**src/rtl/uart_rx_pkg.sv**
```systemverilog
// -----------------------------------------------------------------------------
// uart_rx_pkg
// Definitions shared by the UART receive path and its paired transmitter:
// FSM state encodings, the fixed 16x oversampling ratio, the tick index of
// the start-bit midpoint and the default frame geometry.
// -----------------------------------------------------------------------------
package uart_rx_pkg;

  localparam int OVERSAMPLE        = 16;
  localparam int MID_START_TICK    = 7;
  localparam int DEF_WIDTH_WORD    = 8;
  localparam int DEF_CANT_BIT_STOP = 2;

  // One-hot receiver states
  typedef enum logic [3:0] {
    ESPERA = 4'b0001,
    START  = 4'b0010,
    READ   = 4'b0100,
    STOP   = 4'b1000
  } rx_state_e;

endpackage

```
**src/rtl/uart_rx_sync.sv**
```systemverilog
// -----------------------------------------------------------------------------
// sync_2ff
// Two-flop synchroniser that brings an asynchronous level into the i_clock
// domain. Both flops load RST_VAL during reset.
// Ports:
//   i_clock  system clock
//   i_reset  synchronous, active-low reset
//   i_d      asynchronous input level
//   o_q      synchronised level (two clocks of latency)
// -----------------------------------------------------------------------------
module sync_2ff #(
  parameter logic RST_VAL = 1'b1
) (
  input  logic i_clock,
  input  logic i_reset,
  input  logic i_d,
  output logic o_q
);

  logic meta_q;
  logic sync_q;

  always_ff @(posedge i_clock) begin
    if (!i_reset) begin
      meta_q <= RST_VAL;
      sync_q <= RST_VAL;
    end else begin
      meta_q <= i_d;
      sync_q <= meta_q;
    end
  end

  assign o_q = sync_q;

endmodule

```
**src/rtl/uart_rx.sv**
```systemverilog
// -----------------------------------------------------------------------------
// uart_rx
// UART receiver: 1 start bit, WIDTH_WORD data bits (LSB first), CANT_BIT_STOP
// stop bits, sampled with a 16x oversampling tick.
// Optional feature macro: UART_RX_FRAMING_ERR_EN (adds o_framing_error).
// Ports:
//   i_clock          system clock
//   i_reset          synchronous, active-low reset
//   i_rate           oversampling tick enable, 16 pulses per bit
//   i_bit_rx         serial line, idle high, asynchronous
//   o_data_out       last complete received word
//   o_rx_done        one-cycle strobe, o_data_out just updated
//   o_framing_error  (macro only) last frame had a zero stop sample
// -----------------------------------------------------------------------------
module uart_rx
  import uart_rx_pkg::*;
#(
  parameter int WIDTH_WORD    = DEF_WIDTH_WORD,
  parameter int CANT_BIT_STOP = DEF_CANT_BIT_STOP
) (
  input  logic                  i_clock,
  input  logic                  i_reset,
  input  logic                  i_rate,
  input  logic                  i_bit_rx,
  output logic [WIDTH_WORD-1:0] o_data_out,
  output logic                  o_rx_done
`ifdef UART_RX_FRAMING_ERR_EN
  ,
  output logic                  o_framing_error
`endif
);

  localparam int BIT_W  = $clog2(WIDTH_WORD + 1);
  localparam int STOP_W = $clog2(CANT_BIT_STOP + 1);

  localparam logic [3:0]        TICK_MID  = 4'(MID_START_TICK);
  localparam logic [3:0]        TICK_LAST = 4'(OVERSAMPLE - 1);
  localparam logic [3:0]        TICK_ONE  = 4'd1;
  localparam logic [BIT_W-1:0]  BIT_LAST  = BIT_W'(WIDTH_WORD - 1);
  localparam logic [BIT_W-1:0]  BIT_ONE   = BIT_W'(1);
  localparam logic [STOP_W-1:0] STOP_LAST = STOP_W'(CANT_BIT_STOP - 1);
  localparam logic [STOP_W-1:0] STOP_ONE  = STOP_W'(1);

  logic rx_s;

  rx_state_e             state_q, state_d;
  logic [3:0]            tick_q,  tick_d;
  logic [BIT_W-1:0]      bit_q,   bit_d;
  logic [STOP_W-1:0]     stop_q,  stop_d;
  logic [WIDTH_WORD-1:0] shift_q, shift_d;
  logic [WIDTH_WORD-1:0] data_q,  data_d;
  logic                  done_q,  done_d;
`ifdef UART_RX_FRAMING_ERR_EN
  logic                  stop_bad_q, stop_bad_d;
  logic                  ferr_q,     ferr_d;
`endif

  sync_2ff #(.RST_VAL(1'b1)) u_sync (
    .i_clock (i_clock),
    .i_reset (i_reset),
    .i_d     (i_bit_rx),
    .o_q     (rx_s)
  );

  always_ff @(posedge i_clock) begin
    if (!i_reset) begin
      state_q <= ESPERA;
      tick_q  <= '0;
      bit_q   <= '0;
      stop_q  <= '0;
      shift_q <= '0;
      data_q  <= '0;
      done_q  <= 1'b0;
`ifdef UART_RX_FRAMING_ERR_EN
      stop_bad_q <= 1'b0;
      ferr_q     <= 1'b0;
`endif
    end else begin
      state_q <= state_d;
      tick_q  <= tick_d;
      bit_q   <= bit_d;
      stop_q  <= stop_d;
      shift_q <= shift_d;
      data_q  <= data_d;
      done_q  <= done_d;
`ifdef UART_RX_FRAMING_ERR_EN
      stop_bad_q <= stop_bad_d;
      ferr_q     <= ferr_d;
`endif
    end
  end

  always_comb begin
    state_d = state_q;
    tick_d  = tick_q;
    bit_d   = bit_q;
    stop_d  = stop_q;
    shift_d = shift_q;
    data_d  = data_q;
    done_d  = 1'b0;   // strobe lasts only the cycle after the final stop sample
`ifdef UART_RX_FRAMING_ERR_EN
    stop_bad_d = stop_bad_q;
    ferr_d     = ferr_q;
`endif
    if (i_rate) begin
      case (state_q)
        ESPERA: begin
          if (!rx_s) begin
            state_d = START;
            tick_d  = '0;
          end
        end
        START: begin
          // Re-check the line at the start-bit midpoint to reject glitches
          if (tick_q == TICK_MID) begin
            tick_d  = '0;
            bit_d   = '0;
            state_d = rx_s ? ESPERA : READ;
          end else begin
            tick_d = tick_q + TICK_ONE;
          end
        end
        READ: begin
          if (tick_q == TICK_LAST) begin
            tick_d  = '0;
            shift_d = {rx_s, shift_q[WIDTH_WORD-1:1]};
            if (bit_q == BIT_LAST) begin
              bit_d   = '0;
              stop_d  = '0;
              state_d = STOP;
            end else begin
              bit_d = bit_q + BIT_ONE;
            end
          end else begin
            tick_d = tick_q + TICK_ONE;
          end
        end
        STOP: begin
          if (tick_q == TICK_LAST) begin
            tick_d = '0;
            if (stop_q == STOP_LAST) begin
              stop_d  = '0;
              data_d  = shift_q;
              done_d  = 1'b1;
              state_d = ESPERA;
`ifdef UART_RX_FRAMING_ERR_EN
              ferr_d     = stop_bad_q | ~rx_s;
              stop_bad_d = 1'b0;
`endif
            end else begin
              stop_d = stop_q + STOP_ONE;
`ifdef UART_RX_FRAMING_ERR_EN
              stop_bad_d = stop_bad_q | ~rx_s;
`endif
            end
          end else begin
            tick_d = tick_q + TICK_ONE;
          end
        end
        default: begin
          // Recover from an illegal encoding
          state_d = ESPERA;
          tick_d  = '0;
        end
      endcase
    end
  end

  assign o_data_out = data_q;
  assign o_rx_done  = done_q;
`ifdef UART_RX_FRAMING_ERR_EN
  assign o_framing_error = ferr_q;
`endif

endmodule

```
**config.mk**
```make
export PLATFORM = sky130hd
export DESIGN_NAME = uart_rx
export DESIGN_NICKNAME = d
export VERILOG_FILES = /design/src/rtl/uart_rx_pkg.sv /design/src/rtl/uart_rx_sync.sv /design/src/rtl/uart_rx.sv
export SDC_FILE = /design/constraint.sdc
export NUM_CORES = 1
export LEC_CHECK = 0
export ABC_AREA = 1
export CAP_MARGIN = 20
export CORE_ASPECT_RATIO = 0.75
export CORE_UTILIZATION = 45
export DETAILED_ROUTE_END_ITERATION = 10
export PLACE_DENSITY = 0.74
export REMOVE_ABC_BUFFERS = 1
export SETUP_SLACK_MARGIN = 0.5
export SLEW_MARGIN = 20
export SYNTH_ARGS = -nofsm -noshare
export SYNTH_HDL_FRONTEND = slang
export SYNTH_HIERARCHICAL = 1
export SYNTH_SLANG_ARGS = --single-unit
export TNS_END_PERCENT = 1
```
**constraint.sdc**
```tcl
create_clock -name i_clock -period 1.63 [get_ports i_clock]
set_input_delay 0.489 -clock i_clock [delete_from_list [all_inputs] [get_ports i_clock]]
set_output_delay 0.489 -clock i_clock [all_outputs]
set_load 0.01 [all_outputs]
```
======== After elaboration in Yosys (flattened, before gate mapping) ========
Index checks and enable logic that the tools add are counted.
cells by class
  add/sub/neg operators ................... 3
  eq/ne operators ......................... 14
  multiplexer cells ....................... 22
  reductions and logical operators ........ 10
operators by type and width
  cell                   count
  $mux W4                12
  $pmux W4 S4            1
  $eq A4 B3 Y1 const B   3
  $ne A2 B2 Y1 const B   6
  $pmux W4 S3            1
  $reduce_and A4 Y1      3
  $add A4 B1 Y4 const B  2
  $eq A4 B4 Y1 const B   2
  $mux W2                4
  $pmux W4 S2            1
  $reduce_and A7 Y1      1
  $reduce_and A5 Y1      1
  $eq A4 B1 Y1 const B   1
  $eq A4 B2 Y1 const B   1
  $pmux W2 S2            1
  $reduce_bool A2 Y1     2
  $mux W3                1
  $reduce_and A3 Y1      1
  $add A2 B1 Y2 const B  1
  $eq A2 B1 Y1 const B   1
  $reduce_and A2 Y1      1
  $reduce_or A2 Y1       1
  $mux W1                1
storage, ports and cells
  register bits ........................... 33
  input port bits ......................... 4
  output and inout port bits .............. 9
  word-level logic and storage cells ...... 58

======== Depth between registers and ports, before layout ========
  word-level depth ........................ 4
  depth in mapped cells ................... 9
  depth with buffers taken out ............ 9

======== Modules after synthesis ========
Netlist, hierarchy kept.
modules (own cells, without submodules)
  module    times used  cells an instance  area an instance (um^2)
  uart_rx   1           206                1471.4
  sync_2ff  1           6                  55.1

======== Least setup slack after synthesis ========
No wires, ideal clock.
  kind .................................... flip-flop to flip-flop
  start ................................... register tick_q[0]
  end ..................................... register shift_q[0]
  arrival ................................. 1.236 ns
  setup slack ............................. 0.278 ns
  cell stages (with the launch flop) ...... 7
  path through ............................ dfxtp_1 ha_1 nand3_4 nor3_4 inv_2 nor2_1 nor2_1
between the ends
  longest elaborated chain between the ends .. 2
RTL lines
  what                                RTL line        source
  start, declared                     uart_rx.sv:47   logic [3:0] tick_q, tick_d;
  start signal, assigned              uart_rx.sv:80   tick_q <= tick_d;
  $eq A4 B4 Y1                        uart_rx.sv:124  if (tick_q == TICK_LAST) begin
  $reduce_and A3 Y1 (no source line)  -
  end signal, assigned                uart_rx.sv:83   shift_q <= shift_d;
  end, declared                       uart_rx.sv:50   logic [WIDTH_WORD-1:0] shift_q, shift_d;
No other way between the ends.
A chain may end at the register's enable or synchronous reset.

======== Worst setup path after layout ========
  start ................................... register tick_q[1]
  end ..................................... register bit_q[1]
between the ends
  longest elaborated chain between the ends .. 3
RTL lines
  what                                          RTL line                        source
  $eq A4 B4 Y1 or $eq A4 B3 Y1 (tied branches)  uart_rx.sv:124, uart_rx.sv:115
  $ne A2 B2 Y1 (no source line)                 -
  $reduce_and A4 Y1 (no source line) *          -
  end signal, assigned                          uart_rx.sv:81                   bit_q <= bit_d;
  end, declared                                 uart_rx.sv:48                   logic [BIT_W-1:0] bit_q, bit_d;
Every way passes the cells marked *; elsewhere a longest branch is shown, timed or not.

==> flow_summary.yaml <==
worst_setup_path:
  cp.arrival_ps: 1560
  path_class: "flip-flop to flip-flop"
  worstReg2RegStart: "tick_q[1]"
  cp.required_ps: 1800
  startpoint: "tick_q[1]"
  critPathLaunchType: "flip-flop"
  r2r_cells: 8
  cp-end-kind: "flip-flop"
  crit_fanout: 4
logic_synthesis:
  synth_top_cell_area_share_pct: 43.3
  netlist_area_um2: 1530
  ys.flop_type: "dfxtp_1"
  synth_largest_area_cell: "dfxtp_1"
  yosysMostFrequentCell: "nor2_1"
  yosysUniqueCellTypes: 22
  synth_seq_cells: 33
  avgSynthCellArea_um2: 7.20
  ys_warn_count: 6
  synth_area_leaders: "dfxtp_1 43%, nor2_1 8.6%, nand3_1 7.5%"
  yosysSeqAreaShare_pct: 43.3
  synth_async_sr_flop_share_pct: 0
  syn_inst: 212
  synth_edf_count: 0
  synthTopCellsByCount: "35 x nor2_1, 33 x dfxtp_1, 29 x inv_1"
min_path:
  holdPathStages: 2
  holdCritStartpoint: "u_sync/meta_q"
  worstHoldPathType: "flip-flop to flip-flop"
sta:
  clock_skew_ps: 7.46
  tightest_slew_ps: 271
  min_period_ps: 1390
  rsz0062_at_grt: "yes"
  relSlewSlack_pct: 81.9
  setup_viol: 0
  drv_slew: 0
  timing.final.crit_share_pct: 85.4
  max_freq_ghz: 0.718
  finalHoldViolCount: 0
power:
  ir_drop_uv: 637
  power.total_mw: 2.26
  powerDensity_nw_per_um2: 1130
  p_leak_nw: 0.876
place:
  place_congestion: 0.834
  dp_hpwl_mm: 2.15
  portBuffers: 12
global_route:
  grt_pass1_vias: 1256
  grt_usage_pct: 19.6
  grt_pass1_wl_mm: 5.58
  antenna_found_initial: 0
  overflow: 0
  grt_max_degree: 30
cells_and_area:
  nNetsFinal: 249
  drive_above_1_share_pct: 24.2
  syn_to_final_growth_pct: 30.8
  num_antenna_cells: 0
  fin_util_pct: 64.7
  fillers: 278
die:
  io-pin-count: 13
  die_area_um2: 3630
  core-area_um2: 3080
  rows: 17
  start_util_pct: 49.5
  die_w_um: 69.3
  die_height_um: 52.4
clock_tree:
  cts_root_buf: "clkbuf_8"
  cts-buffers-inserted: 5
  cts.sinks: 33
  cts_tree: "built"
  path_clk_slew_ps: 70
  clock_latency_ps: 280
  cts.htree.levels: 2
  clockBufferDepth: 2
routing:
  drtIter0Drc: 67
  wl_per_cell_um: 11.8
  totalWireLength_mm: 3.31
  remaining_drc_errors: 0
  dr.pass1.iters: 4
  vias: 1439
  vias_per_cell: 5.10
  detail-route-antenna-nets: 0
job:
  maxCapViolations: 0
outcome:
  status: "complete, no violations"
sequential cells by signal, summed over array words and instances, names as in the netlist:
| signal | count |
|---|---|
| u_sync/o_q | 1 |
| state_q | 4 |
| shift_q | 8 |
| o_data_out | 8 |
| o_rx_done | 1 |
| u_sync/meta_q | 1 |
| tick_q | 4 |
| stop_q | 2 |
| bit_q | 4 |
kinds of logic after synthesis:
kind of cell	share of synthesized area (%)
and+or+nand+nor	33.0
DFF	43.3
adders and majority gates	1.64
buffers and inverters	8.44
AOI/OAI and AO/OA	13.7
metrics by stage:
stage / instances / TNS, ps / hold WS (ps) / worst slack, ps / instance area [um^2]
final: 282 / 0 / 402 / 238 / 2000
after global routing: 282 / 0 / 419 / 155 / 2000
after CTS: 281 / 0 / 404 / 273 / 1970
after detailed placement: 264 / -3280 / 390 / -249 / 1730
after global placement: 264 / -2870 / 382 / -184 / 1730
after floorplan: 209 / 0 / 380 / 278 / 1510
power breakdown:
part | internal [mW] | total, mW | switching [mW]
clock network | 0.295 | 0.577 | 0.281
logic | 0.285 | 0.721 | 0.436
registers | 0.874 | 0.963 | 0.0892
layer usage:
| layer | track usage [%] | wire [um] | share of wire [%] |
|---|---|---|---|
| met5 | 0 | 0 | 0 |
| met2 | 31.6 | 1530 | 46 |
| met3 | 5.19 | 130 | 3.9 |
| met4 | 7.14 | 17 | 0.51 |
| met1 | 25.4 | 1640 | 49 |
worst max-delay path: stages, from the launching register on:
cell and delay (ps):
dfxtp_4 360, ha_4 160, nand3_1 100, nand3_1 120, nand2_1 100, inv_1 110
nand2_2 90, o21ai_0 180, nor2_1 60
timing repair:
item,in CTS,in global routing
hold buffers,0,0
cloned,0,0
pin swaps,10,4
gates resized for setup,46,8
endpoints found under the setup margin,40,40
buffers inserted,9,1
path summary, 6_finish.rpt:
kind / endpoint / slack [ps]
min: u_sync/o_q / 400
max reg2reg: bit_q[1] / 240
max: bit_q[1] / 240
min reg2reg: u_sync/o_q / 400
area by class of cell:
class                   count  area (um^2)  area share, %
clock buffers               6         72.6           3.63
clock inverters             2         10.0          0.501
inverters                  31          116           5.83
multi-input cells         145          815           40.8
flip-flops and latches     33          682           34.1
well taps                  38         47.5           2.38
repair buffers             27          254           12.7
cells in the final DEF (no fill, tap or decap), types with 2 or more instances in the layout:
cell / instances
nor2_4: 6
o21ai_1: 5
buf_12: 2
nand3_2: 3
nand2_2: 3
dfxtp_4: 5
dfxtp_2: 2
nand3_1: 20
a21oi_1: 15
nand3_4: 3
nand2_1: 24
clkbuf_8: 5
nor3_1: 2
inv_1: 26
nand4_1: 3
nor2_1: 32
inv_2: 5
buf_4: 13
clkdlybuf4s15_1: 7
a21oi_2: 2
clkdlybuf4s50_1: 2
dlygate4sd2_1: 3
dfxtp_1: 26
nor2_2: 4
clkinv_2: 2
o21ai_0: 18
(Power assumes the default switching activity.)
